[src/rtl/mem_arb_pkg.sv]
// Shared definitions for the two-port memory arbiter: default widths and FSM state encoding.
package mem_arb_pkg;

  localparam int MEM_ARB_ADDR_W = 12;
  localparam int MEM_ARB_DATA_W = 16;

  typedef enum logic [1:0] {
    IDLE   = 2'd0,
    ACCESS = 2'd1,
    RESP   = 2'd2
  } arb_state_t;

endpackage

[src/rtl/mem_arb_pick.sv]
// Combinational winner select between two requesters.
// MEM_ARB_ROUND_ROBIN_EN selects round-robin on ties; otherwise requester 0 has fixed priority.
module mem_arb_pick (
  input  logic req0,
  input  logic req1,
  input  logic last_win,
  output logic valid,
  output logic win
);

  assign valid = req0 | req1;

`ifdef MEM_ARB_ROUND_ROBIN_EN
  // On a tie the requester that was not granted last wins.
  always_comb begin
    if (req0 && req1) win = ~last_win;
    else              win = req1;
  end
`else
  logic unused_last_win;
  assign unused_last_win = last_win;
  assign win = ~req0;
`endif

endmodule

[src/rtl/mem_port_arbiter.sv]
// Two-requester arbiter for a single-port synchronous memory: IDLE -> ACCESS -> RESP per transaction.
// Optional macro MEM_ARB_ROUND_ROBIN_EN enables round-robin tie-breaking (fixed priority otherwise).
module mem_port_arbiter
  import mem_arb_pkg::*;
#(
  parameter int ADDR_W = MEM_ARB_ADDR_W,
  parameter int DATA_W = MEM_ARB_DATA_W
) (
  input  logic              clk,
  input  logic              rst,
  input  logic              req0,
  input  logic              req1,
  input  logic              we0,
  input  logic              we1,
  input  logic [ADDR_W-1:0] addr0,
  input  logic [ADDR_W-1:0] addr1,
  input  logic [DATA_W-1:0] wdata0,
  input  logic [DATA_W-1:0] wdata1,
  output logic              gnt0,
  output logic              gnt1,
  output logic              done0,
  output logic              done1,
  output logic [DATA_W-1:0] rdata,
  output logic              busy,
  output logic [ADDR_W-1:0] mem_addr,
  output logic              mem_we,
  output logic [DATA_W-1:0] mem_wdata,
  input  logic [DATA_W-1:0] mem_rdata,
  output logic [1:0]        state_dbg
);

  // Handshake: a requester raises reqN with stable we/addr/wdata and holds them until gntN;
  // requests are only sampled in IDLE, and doneN (with rdata for reads) follows gntN by one cycle.

  arb_state_t state, state_nxt;
  logic       win_q;
  logic       last_win;
  logic       pick_valid, pick_win;

  mem_arb_pick u_pick (
    .req0     (req0),
    .req1     (req1),
    .last_win (last_win),
    .valid    (pick_valid),
    .win      (pick_win)
  );

`ifdef MEM_ARB_ROUND_ROBIN_EN
  // Reset to 1 so requester 0 wins the first tie.
  always_ff @(posedge clk) begin
    if (rst)                               last_win <= 1'b1;
    else if (state == IDLE && pick_valid) last_win <= pick_win;
  end
`else
  assign last_win = 1'b0;
`endif

  always_ff @(posedge clk) begin
    if (rst) state <= IDLE;
    else     state <= state_nxt;
  end

  always_comb begin
    state_nxt = state;
    case (state)
      IDLE:    if (pick_valid) state_nxt = ACCESS;
      ACCESS:  state_nxt = RESP;
      RESP:    state_nxt = IDLE;
      default: state_nxt = IDLE;
    endcase
  end

  always_ff @(posedge clk) begin
    if (rst) begin
      win_q     <= 1'b0;
      mem_addr  <= '0;
      mem_we    <= 1'b0;
      mem_wdata <= '0;
      rdata     <= '0;
    end else begin
      case (state)
        IDLE: begin
          if (pick_valid) begin
            win_q     <= pick_win;
            mem_addr  <= pick_win ? addr1  : addr0;
            mem_we    <= pick_win ? we1    : we0;
            mem_wdata <= pick_win ? wdata1 : wdata0;
          end
        end
        ACCESS: begin
          // The memory write (if any) lands on this edge; reads capture here.
          mem_we <= 1'b0;
          if (!mem_we) rdata <= mem_rdata;
        end
        default: ;
      endcase
    end
  end

  assign gnt0      = (state == ACCESS) && !win_q;
  assign gnt1      = (state == ACCESS) &&  win_q;
  assign done0     = (state == RESP)   && !win_q;
  assign done1     = (state == RESP)   &&  win_q;
  assign busy      = (state != IDLE);
  assign state_dbg = state;

endmodule
[config.mk]
export PLATFORM = sky130hd
export DESIGN_NAME = mem_port_arbiter
export DESIGN_NICKNAME = d
export VERILOG_FILES = /design/src/rtl/mem_arb_pkg.sv /design/src/rtl/mem_arb_pick.sv /design/src/rtl/mem_port_arbiter.sv
export SDC_FILE = /design/constraint.sdc
export NUM_CORES = 1
export LEC_CHECK = 0
export CORE_UTILIZATION = 36
export CTS_CLUSTER_SIZE = 20
export DETAILED_ROUTE_END_ITERATION = 10
export GPL_TIMING_DRIVEN = 0
export PLACE_DENSITY = 0.79
export SYNTH_ARGS = -nofsm -noshare
export SYNTH_HDL_FRONTEND = slang
export SYNTH_SLANG_ARGS = --single-unit
[constraint.sdc]
create_clock -name clk -period 1.4 [get_ports clk]
set_input_delay 0.28 -clock clk [delete_from_list [all_inputs] [get_ports clk]]
set_output_delay 0.28 -clock clk [all_outputs]
set_load 0.02 [all_outputs]
==> impl_metrics.py, run 1 <==
metrics = {
    "logic_synthesis": {
        "synth_warnings": 0,
        "synthTopCellsByArea": "dfxtp_1 (47%), mux2i_1 (14%), a21oi_1 (11%)",
        "synth_seq_cells": 48,
        "synth_cell_types": 24,
        "synth_area_um2": 2050,
        "avgSynthCellArea_um2": 9.27,
        "netlist.area_leader.share_pct": 46.9,
        "syn_nets": 299,
        "netlist.top_cell.by_area": "dfxtp_1",
        "synthCells": 221,
        "synth-seq-area-share_pct": 46.9,
    },
    "global_route": {
        "grt_pass1_vias": 2104,
        "track_usage_pct": 19.8,
        "grt_pass1_wl_um": 9470,
        "grt_overflow": 0,
        "antenna_found_initial": 0,
        "grt_max_degree": 15,
    },
    "drt": {
        "ant_nets": 0,
        "vias_per_cell": 4.93,
        "routed-via-count": 2126,
        "firstDrtPassIters": 4,
        "wire_per_inst_um": 13.3,
        "wirelength_um": 5750,
        "drc": 0,
        "drt-initial-drc-count": 39,
    },
    "floorplan": {
        "io_pins": 130,
        "coreArea_um2": 5510,
        "dieArea_um2": 6000,
        "die_h_um": 77.5,
        "die_width_um": 77.5,
        "core.rowCount": 27,
        "initial_utilization_pct": 37.2,
    },
    "finish": {
        "finalNetCount": 436,
        "diodes": 0,
        "drive_above_1_share_pct": 13.1,
        "fin_area_um2": 3540,
        "final_common_cell": "clkdlybuf4s50_1",
        "syn2layout_area_growth_pct": 73.0,
        "layout_common_cells": "clkdlybuf4s50_1 (74), dlygate4sd2_1 (46), dfxtp_1 (45), a21oi_1 (44), nand2_1 (32)",
    },
    "sta": {
        "max_freq_mhz": 730,
        "period_minus_slack_ns": 1.37,
        "skew_ns": 0.00495,
        "finalMaxSlewViolations": 0,
        "rsz0062_at_grt": "yes",
        "worstMarginPinSlew_ns": 0.498,
        "post-route-period-util_pct": 97.9,
        "setup_viol": 0,
        "hold_viol": 0,
        "relSlewSlack_pct": 66.8,
    },
    "clock_network": {
        "clkLatencyLatePin_ns": 0.30,
        "cts.sinks": 48,
        "cts_tree": "done",
        "cts_buffer_depth": 2,
        "htree_num_levels": 2,
        "clk_pin_slew_ns": 0.08,
        "cts_buffers": 5,
        "clock-root-buffer": "clkbuf_8",
    },
    "place": {
        "io_buffers": 127,
        "placed_area_um2": 3410,
        "globalplace.congestion": 0.716,
        "dp_hpwl_um": 4370,
    },
    "job": {
        "maxCapViolations": 0,
    },
    "critical_path": {
        "crit_type": "register to output port",
        "worstPathArrival_ns": 1.09,
        "r2r-end": "rdata[14]",
        "reg2reg_slack_ns": 0.07,
        "cp_top_family": "flip-flops",
        "crit_buf_inv": 2,
        "cp_max_fo": 4,
        "reg2reg_depth": 5,
        "worst_setup_path_end_kind": "output port",
        "r2r-start": "state_dbg[0]",
        "required_ns": 1.12,
        "crit_path_cell_trace": "inv_1, nor3b_2, buf_4",
        "max_stage_delay_ns": 0.39,
        "critPathLaunchType": "register",
        "crit_slowest_cell": "dfxtp_2",
    },
    "worst_hold_path": {
        "hold_end": "win_q",
        "hold_class": "primary input to register",
        "worst_hold_startpoint": "req1",
        "min_path_cells": 3,
    },
    "outcome": {
        "status": "completed",
    },
    "power": {
        "power_density_nw_per_um2": 1010,
        "power_mw": 3.59,
        "vdd_drop_max_v": 0.000538,
        "p_leak_nw": 1.56,
    },
}
## power by group
part	total, mW	switching, mW	internal, mW	leakage [nW]
Sequential	1.58	0.0791	1.50	0.398
Clock	0.977	0.447	0.530	0.0552
Combinational	1.04	0.518	0.520	1.10
Total	3.59	1.04	2.55	1.56
## flip-flops by register name, summed over array words and instances (netlist names)
| register | flops |
|---|---|
| win_q | 1 |
| mem_addr | 12 |
| rdata | 16 |
| mem_wdata | 16 |
| mem_we | 1 |
| state_dbg | 2 |
## metal layers
metal	part of all wire [%]	global-route usage [%]
met2	49	35.0
met1	42	22.5
met5	0	0
met3	7.7	6.12
met4	1.3	6.79
## kinds of logic (layout without fill, tap and decap cells)
logic type | after synthesis | after routing | synth area share (%)
buf+inv | 22 | 160 | 6.04
flops | 48 | 48 | 46.9
simple gates | 46 | 46 | 10.6
compound gates | 76 | 76 | 22.2
mux | 29 | 29 | 14.2
## how the worst max path moves through the flow
stage,startpoint,endpoint,depth (start not counted)
after CTS,state_dbg[1],done0,2
after detailed placement,req1,mem_addr[1],5
after global routing,win_q,done1,3
final,win_q,done1,3
after global placement,req1,mem_wdata[11],5
after floorplan,state_dbg[0],rdata[15],5
## what timing repair did
action,CTS,global route
pin swaps,1,2
hold buffers,0,0
hold endpoints to repair,0,0
setup buffers,1,2
gates cloned,0,0
endpoints found under the setup margin,72,30
resized for setup,80,19
## worst register-to-register path, stage by stage (launching register included)
cell and delay, ns:
dfxtp_4 0.42, or3b_1 0.38, buf_6 0.15, buf_6 0.13, nand2_1 0.06, a21oi_1 0.06
## stage by stage
stage               utilization (%)  setup slack (ns)  std cells  TNS [ns]  hold slack [ns]
floorplan                         -           0.00483        221         0            0.416
global placement               61.9            -0.281        420     -6.81            0.442
detailed placement             61.9            -0.378        420     -8.08            0.447
CTS                            63.1            0.0107        429         0            0.411
global route                   64.4           -0.0167        431   -0.0467            0.398
finish                         64.4            0.0299        431         0            0.358
## cell type report
class / instances / area [um^2]
flip-flops and latches: 48 / 970
multi-input cells: 151 / 1010
clock inverters: 2 / 35.0
well taps: 72 / 90.1
repair buffers: 130 / 1220
fillers: 514 / 1960
plain buffers: 20 / 136
inverters: 2 / 7.51
clock buffers: 6 / 72.6
## synth_stat cells
cell type  count
a21oi_1       46
nand2_1       32
mux2_2         1
buf_4          2
nor2_2         1
nor3b_1        2
nand3_1        1
nor2_4         1
a211oi_1      29
nor2_1         4
nor3b_4        1
nand2b_1       1
inv_1          1
or2_1          1
o211ai_1       1
inv_2          1
mux2i_1       28
clkbuf_1       5
nor3_1         1
buf_6          3
or3b_1         1
buf_1          1
dfxtp_1       48
buf_2          9
No activity file was read; power rests on OpenSTA's default activity.
==> run 2: changes to the inputs <==
--- a/config.mk
+++ b/config.mk
@@ -6,7 +6,7 @@
 export NUM_CORES = 1
 export LEC_CHECK = 0
 export CORE_UTILIZATION = 36
-export CTS_CLUSTER_SIZE = 20
+export CTS_CLUSTER_SIZE = 25
 export DETAILED_ROUTE_END_ITERATION = 10
 export GPL_TIMING_DRIVEN = 0
 export PLACE_DENSITY = 0.79
==> results of run 2 <==
Same layout as run 1: the final DEF is identical, and so are final timing and power.
==> run 3: changes to the inputs <==
--- a/config.mk
+++ b/config.mk
@@ -10,6 +10,7 @@
 export DETAILED_ROUTE_END_ITERATION = 10
 export GPL_TIMING_DRIVEN = 0
 export PLACE_DENSITY = 0.79
+export SLEW_MARGIN = 25
 export SYNTH_ARGS = -nofsm -noshare
 export SYNTH_HDL_FRONTEND = slang
 export SYNTH_SLANG_ARGS = --single-unit
==> results of run 3 <==
Same layout as run 1: the final DEF is identical, and so are final timing and power.
